--- config.mk ---
export PLATFORM = sky130hd
export DESIGN_NAME = rr_arb_tree
export DESIGN_NICKNAME = d
export VERILOG_FILES = /design/src/rtl/rr_arb_tree.sv
export SDC_FILE = /design/constraint.sdc
export NUM_CORES = 1
export LEC_CHECK = 0
export CORE_AREA = 5 5 58 111
export DETAILED_ROUTE_END_ITERATION = 6
export DIE_AREA = 0 0 63 116
export GPL_TIMING_DRIVEN = 0
export PLACE_DENSITY = 0.71
export REMOVE_ABC_BUFFERS = 1
export SYNTH_ARGS = -nofsm -noshare
export SYNTH_HDL_FRONTEND = slang
export SYNTH_SLANG_ARGS = --single-unit
--- constraint.sdc ---
create_clock -name clk_i -period 2.9 [get_ports clk_i]
set_input_delay 0.87 -clock clk_i [delete_from_list [all_inputs] [get_ports clk_i]]
set_output_delay 0.87 -clock clk_i [all_outputs]
set_load 0.005 [all_outputs]
--- src/rtl/rr_arb_tree.sv ---
`default_nettype none
// ============================================================================
// Module   : rr_arb_tree
// Brief    : Round-robin arbitration tree. Priority comes from an internal
//            counter or the external rr_i pointer. Optional macro
//            RR_ARB_TREE_LOCK_EN holds the decision stable across a stall.
// Revision : 1.0 - initial release
// ============================================================================
module rr_arb_tree #(
   parameter int unsigned NumIn     = 4,
   parameter int unsigned DataWidth = 32,
   parameter bit          ExtPrio   = 1'b0,
   localparam int unsigned IdxWidth = (NumIn > 1) ? $clog2(NumIn) : 1
) (
   input  logic                         clk_i,
   input  logic                         rst_i,
   input  logic                         flush_i,
   input  logic [IdxWidth-1:0]          rr_i,
   input  logic [NumIn-1:0]             req_i,
   output logic [NumIn-1:0]             gnt_o,
   input  logic [NumIn*DataWidth-1:0]   data_i,
   input  logic                         gnt_i,
   output logic                         req_o,
   output logic [DataWidth-1:0]         data_o,
   output logic [IdxWidth-1:0]          idx_o
);

   localparam int unsigned c_num_p = 2 ** IdxWidth;

   logic [IdxWidth-1:0]  w_rr;
   logic [c_num_p-1:0]   w_req_pad;
   logic [c_num_p-1:0]   w_tree_req;
   logic [IdxWidth-1:0]  w_tree_idx [c_num_p];
   logic [DataWidth-1:0] w_leaf_data [c_num_p];
   logic [IdxWidth-1:0]  w_root_idx;
   logic                 w_hs;
   logic                 w_unused;

   // Some inputs are dead for certain parameter sets; fold them here.
   assign w_unused  = ^{clk_i, rst_i, flush_i, rr_i};

   assign w_req_pad = c_num_p'(req_i);
   assign req_o     = |req_i;
   assign w_hs      = req_o & gnt_i;

   for (genvar i = 0; i < c_num_p; i++) begin : g_leaf
      if (i < NumIn) begin : g_real
         assign w_leaf_data[i] = data_i[i*DataWidth +: DataWidth];
      end else begin : g_pad
         assign w_leaf_data[i] = '0;
      end
   end

   // Tree evaluated in place, leaves upward: node k of a level reads its
   // children at 2k (lower) and 2k+1 (upper) of the level below.
   always_comb begin
      w_tree_req = w_req_pad;
      for (int i = 0; i < c_num_p; i++) begin
         w_tree_idx[i] = IdxWidth'(i);
      end
      for (int l = IdxWidth - 1; l >= 0; l--) begin
         for (int k = 0; k < (1 << l); k++) begin
            if (!w_tree_req[2*k] || (w_tree_req[2*k+1] && w_rr[IdxWidth-1-l])) begin
               w_tree_idx[k] = w_tree_idx[2*k+1];
            end else begin
               w_tree_idx[k] = w_tree_idx[2*k];
            end
            w_tree_req[k] = w_tree_req[2*k] | w_tree_req[2*k+1];
         end
      end
   end

   if (ExtPrio) begin : g_ext_prio
      assign w_rr = rr_i;
   end else if (NumIn > 1) begin : g_int_cnt
      logic [IdxWidth-1:0] r_rr_q;
      always_ff @(posedge clk_i) begin
         if (rst_i || flush_i) begin
            r_rr_q <= '0;
         end else if (w_hs) begin
            r_rr_q <= (r_rr_q == IdxWidth'(NumIn - 1)) ? '0 : r_rr_q + IdxWidth'(1);
         end
      end
      assign w_rr = r_rr_q;
   end else begin : g_single
      assign w_rr = '0;
   end

`ifdef RR_ARB_TREE_LOCK_EN
   logic                r_lock;
   logic [IdxWidth-1:0] r_lock_idx;

   always_ff @(posedge clk_i) begin
      if (rst_i || flush_i || w_hs) begin
         r_lock <= 1'b0;
      end else if (req_o) begin
         r_lock <= 1'b1;
      end
      if (rst_i) begin
         r_lock_idx <= '0;
      end else if (req_o && !gnt_i) begin
         r_lock_idx <= idx_o;
      end
   end

   assign w_root_idx = r_lock ? r_lock_idx : w_tree_idx[0];
`else
   assign w_root_idx = w_tree_idx[0];
`endif

   assign idx_o  = req_o ? w_root_idx : '0;
   assign data_o = w_leaf_data[idx_o];

   for (genvar i = 0; i < NumIn; i++) begin : g_gnt
      assign gnt_o[i] = gnt_i & req_o & (idx_o == IdxWidth'(i));
   end

endmodule
`default_nettype wire

**Yosys cells after proc, flatten, opt, wreduce, memory -nomap -nowiden**

Cells that the tools add are included.

- Register bits after elaboration: 2
- Bits of input ports: 138
- Output and inout port bits: 39
- Logic and storage cells: 35

- Add/sub/neg operators: 1
- Order comparisons: 1
- Equality and inequality tests: 4
- Muxes and demuxes: 8
- Bitwise gates (word level): 8
- Reduce and logical (&&, ||, !) cells: 12

Operators with widths:

| operator | count |
|---|---|
| binary-select mux 32 bit (select 2 bit) | 1 |
| 2-to-1 mux 32 bit | 2 |
| equality test 2 bit (second input constant) | 3 |
| 2-to-1 mux 2 bit | 3 |
| AND 1 bit | 5 |
| logical OR 1 bit | 4 |
| OR reduction 4 bit | 1 |
| greater-or-equal comparator 3 bit (second input constant) | 1 |
| logical AND 1 bit | 3 |
| logical NOT 1 bit | 3 |
| NOT 2 -> 3 bit | 1 |
| adder 2 x 1 -> 2 bit (second input constant) | 1 |
| equality test 2 x 1 -> 1 bit (second input constant) | 1 |
| logical NOT 2 bit | 1 |
| 2-to-1 mux 1 bit | 2 |
| OR 1 bit | 2 |

**Depth between registers and ports, before layout**

- Word-level depth: 9
- Gate-level depth with buffers: 7
- Gate-level depth less buffers: 5

**Worst setup path after synthesis**

Ideal clock, no wire load.

- Path type: input port to output port
- Start: in req_i[1]
- End: out data_o[19]
- Arrival: 2.061 ns
- Required time: 2.030 ns
- Setup slack: -0.031 ns
- Stages: 6
- Buffers on the path: 2
- Cells stage by stage: nor2b_1 -> o22ai_1 -> a22o_1 -> buf_6 -> buf_6 -> mux4_2

- Longest elaborated chain between the ends: 9
- Elaborated cells between the ends (all ways): 13
- Classes of those cells: 6 x mux; 2 x bitwise; 5 x reduce/logical

Ends and longest elaborated chain:

| item | line | text |
|---|---|---|
| start: declaration | 19 | `input logic [NumIn-1:0] req_i,` |
| logical AND 1 bit / OR 1 bit (equally long branches) | 63, 68 |  |
| logical OR 1 bit / logical NOT 1 bit (equally long branches) | 63 | `if (!w_tree_req[2*k] \|\| (w_tree_req[2*k+1] && w_rr[IdxWidth-1-l])) begin` |
| 2-to-1 mux 1 bit / logical OR 1 bit (equally long branches) | 63 |  |
| 2-to-1 mux 2 bit | 63 |  |
| 2-to-1 mux 2 bit * | 111 | `assign idx_o = req_o ? w_root_idx : '0;` |
| NOT 2 -> 3 bit (not written as such) * | 112 | `assign data_o = w_leaf_data[idx_o];` |
| binary-select mux 32 bit (select 2 bit) * | 112 |  |
| 2-to-1 mux 32 bit (not written as such) * (2 in series) | 112 |  |
| end: declaration | 24 | `output logic [DataWidth-1:0] data_o,` |

Mark *: on every way between the ends. The rest lies on a longest branch, timed or not. The select of a mux whose other input is x is not followed.

**Worst setup path in the final report**

- Start: in req_i[1]
- End: out data_o[13]

The elaborated chain is that of the path after synthesis.

==> qor_table.md <==
| Parameter | This run |
| --- | --- |
| Number of clock sinks | 2 |
| Mean routed wirelength per cell | 22.0 um |
| Die outline height | 116 um |
| Sequential group share of total power | 0.046 |
| Number of buffers added on ports | 174 |
| Post-placement worst setup slack | -1.39 ns |
| Part of the Yosys area used for sequential elements | 0.0405 |
| Type of the most critical hold path | reg2reg |
| Clock latency on the worst-skew pair | 0.22 ns |
| Number of cells traversed by the worst hold path | 2 |
| Cells along the critical path | buf_8 -> nor2b_4 -> o22ai_2 -> a22o_4 -> buf_4 -> clkbuf_16 -> mux4_2 -> buf_2 |
| Crit share post-route | 1.09 |
| Cts bufs inserted | 3 |
| Area of the die | 7310 sq um |
| Final setup violating endpoints | 37 |
| Highest-count cells in the layout ignoring fill and taps | sky130_fd_sc_hd__clkdlybuf4s50_1 (132), sky130_fd_sc_hd__mux4_2 (32), sky130_fd_sc_hd__buf_2 (29) |
| Top post-synthesis cells by area | sky130_fd_sc_hd__mux4_2 (64%), sky130_fd_sc_hd__mux4_1 (11%), sky130_fd_sc_hd__buf_12 (4.1%) |
| Drt drc | 0 |
| Post-DP HPWL | 5.25 mm |
| Horizontal extent of the die | 63 um |
| RSZ-0062 raised after global routing | true |
| Most frequent standard cell in the layout excluding fill and tap cells | sky130_fd_sc_hd__clkdlybuf4s50_1 |
| Post-Route Skew | 0.00332 ns |
| First drt pass iteration count | 4 |
| CTS tree | done |
| Category of the worst setup path capture point | primary output |
| GR met1 Demand/Resource | 0.179 |
| Cell with the biggest individual delay on the critical path | sky130_fd_sc_hd__mux4_2 |
| Global-route wire length before repair | 10.1 mm |
| PD cells | 224 nW/um^2 |
| Violations in the final reports | negative setup slack |
| Worst setup path class | in2out |
| Share of Yosys cell area claimed by the top area cell type | 0.638 |
| DRC violation total after the first TritonRoute iteration | 40 |
| Fraction of power consumed by combinational cells | 0.778 |
| Post-synthesis average cell area | 15.4 sq um |
| Launch point of the worst reg-to-reg path | g_int_cnt.r_rr_q[1] |
| Critical path required time | 2.03 ns |
| Placement Rows | 38 |
| Number of global-route vias before repair | 1699 |
| Met2 track demand over resource in global routing | 0.350 |
| Sw frac | 0.265 |
| Routed Antenna Nets | 0 |
| Reported leakage power | 1.16 nW |
| Clock transition at the registers of the reported paths | 0.03 ns |
| Met3 GRT Util | 0.0572 |
| Hold Buf Count CTS | 0 |
| Number of hold violations in the final report | 0 |
| Combined global-route utilization of all metal layers | 0.179 |
| Busiest grt layer | met2 |
| Relative max-transition margin | 0.732 |
| Final-layout worst hold slack | 0.560 ns |
| Synthesized netlist cell count | 64 |
| Cell area after technology mapping | 988 sq um |
| Internal portion of total power | 0.000486 W |
| Clk network pwr share | 0.176 |
| Power spent charging and discharging nets | 0.000175 W |
| Vias after detailed routing | 1483 |
| Synth Register Bits | 2 |
| Sum of routed wire length over all layers | 6.84 mm |
| Delay of the slowest cell on the worst path | 0.49 ns |
| Hold path startpoint | g_int_cnt.r_rr_q[0] |
| Worst vdd ir | 0.278 mV |
| Count of max-cap constraint violations | 0 |
| Number of antenna violations at the first check in global routing | 0 |
| Number of flip-flops in the largest register | 2 |
| Cell taking the most area after synthesis | sky130_fd_sc_hd__mux4_2 |
| Register bank with the most flops | g_int_cnt.r_rr_q |
| Data arrival time at the worst-slack endpoint | 2.28 ns |
| Overflow left after global routing | 0 |
| Maximum root-to-sink buffer count | 2 |
| Setup slack, reg-to-reg | 1.60 ns |
| Share of post-route cells with drive strength above 1 | 0.418 |
| Final number of max-transition violations | 0 |
| Transition time at the pin with the least slew margin | 0.402 ns |
| Routability congestion estimate | 0.751 |
| Yosys warnings | 0 |
| Number of levels the H-tree was split into | 1 |
| Max Clock Freq | 318 MHz |
| Hold endpoint | g_int_cnt.r_rr_q[0] |
| Endpoint of the lowest-slack register-to-register path | g_int_cnt.r_rr_q[0] |
| Depth of the worst register-to-register path | 3 |
| Clock tree root buffer cell | sky130_fd_sc_hd__clkbuf_8 |
| Crit-path max FO | 5 |
| Ant diodes | 0 |
| Final critical-path setup slack | -0.247 ns |
| Core region area | 5470 sq um |
| Count of different cell masters after synthesis | 22 |
| Initial standard-cell utilization of the core | 0.181 |
| Top-level port count | 177 |
| Nets@finish | 392 |
| Vias per cell | 4.77 |
| Layout overhead on the synthesized area | 199% |
| Kind of start point of the critical path | input pin |
| Status | finished, violations left |
| Time the final worst path needs with I/O delays and setup | 3.15 ns |
| Largest registers | g_int_cnt.r_rr_q (2) |
| Pin count of the biggest net entering global routing | 11 |
## cell families after synthesis
| logic type | after synthesis | synth area share |
|---|---|---|
| multiplexers | 33 | 0.754 |
| buffers and inverters | 11 | 0.0911 |
| AND/OR/NAND/NOR | 11 | 0.0595 |
| AO/OA/AOI/OAI | 6 | 0.0418 |
| flip-flops | 2 | 0.0405 |
| adder cells (fa/ha/maj) | 1 | 0.0127 |
## worst max path at each step
stage	start	to	slack (ns)	depth (start not counted)
after CTS	req_i[1]	data_o[10]	-0.27	8
after global routing	req_i[0]	data_o[13]	-0.30	8
after global placement	req_i[1]	data_o[30]	-2.51	6
final	req_i[1]	data_o[13]	-0.25	8
after floorplan	req_i[1]	data_o[26]	-1.09	4
after detailed placement	req_i[1]	data_o[30]	-1.39	7
## cell usage after synthesis
library cell               number
sky130_fd_sc_hd__a211oi_1       1
sky130_fd_sc_hd__a22o_1         1
sky130_fd_sc_hd__and3_1         2
sky130_fd_sc_hd__buf_1          3
sky130_fd_sc_hd__buf_12         2
sky130_fd_sc_hd__buf_2          1
sky130_fd_sc_hd__buf_6          2
sky130_fd_sc_hd__dfxtp_1        2
sky130_fd_sc_hd__ha_1           1
sky130_fd_sc_hd__inv_1          3
sky130_fd_sc_hd__mux2i_1        1
sky130_fd_sc_hd__mux4_1         4
sky130_fd_sc_hd__mux4_2        28
sky130_fd_sc_hd__nand2_1        2
sky130_fd_sc_hd__nor2_1         1
sky130_fd_sc_hd__nor2b_1        1
sky130_fd_sc_hd__nor3_1         3
sky130_fd_sc_hd__o21ai_0        2
sky130_fd_sc_hd__o22a_1         1
sky130_fd_sc_hd__o22ai_1        1
sky130_fd_sc_hd__or3_1          1
sky130_fd_sc_hd__or4_1          1
## through the flow
stage | TNS [ns] | power, W | std cells | cell area (sq um) | utilization
2_1_floorplan | -37.13 | 0.000184 | 56 | 910 | -
3_3_place_gp | -91.53 | 0.000508 | 290 | 2730 | 0.499
3_5_place_dp | -46.21 | 0.000517 | 291 | 2750 | 0.503
4_1_cts | -6.79 | 0.000655 | 310 | 2900 | 0.530
5_1_grt | -9.19 | 0.000700 | 311 | 2950 | 0.540
6_report | -6.99 | 0.000661 | 311 | 2950 | 0.540
## power groups by stage
| stage | clock [W] | sequential, W | combinational (W) |
|---|---|---|---|
| floorplan | 0 | 0.0000298 | 0.000154 |
| global placement | 0 | 0.0000301 | 0.000478 |
| detailed placement | 0 | 0.0000302 | 0.000487 |
| CTS | 0.000118 | 0.0000304 | 0.000507 |
| global route | 0.000120 | 0.0000307 | 0.000549 |
| finish | 0.000116 | 0.0000305 | 0.000514 |
## timing repair
action	4_1_cts	5_1_grt
pin swaps	4	0
setup endpoints to repair	39	38
gates cloned	4	1
buffers inserted	13	2
resized for setup	187	17
## critical path, delay by kind of cell
family	cells	cell delay [ns]
buffers and inverters	4	0.51
AND/OR/NAND/NOR	1	0.12
multiplexers	1	0.49
AO/OA/AOI/OAI	2	0.28
## final cells by class
class,instances,area (sq um)
fillers,487,2520
inverters,3,13.8
repair buffers,191,1860
flip-flops and latches,2,40.0
multi-input cells,52,921
well taps,60,75.1
clock buffers,3,41.3
## layer usage
| layer | up-vias | share of wire |
|---|---|---|
| li1 | 678 | - |
| met1 | 705 | 0.31 |
| met2 | 91 | 0.58 |
| met3 | 9 | 0.087 |
| met4 | 0 | 0.018 |
| met5 | - | 0 |
Power figures use the tool's default switching activity.
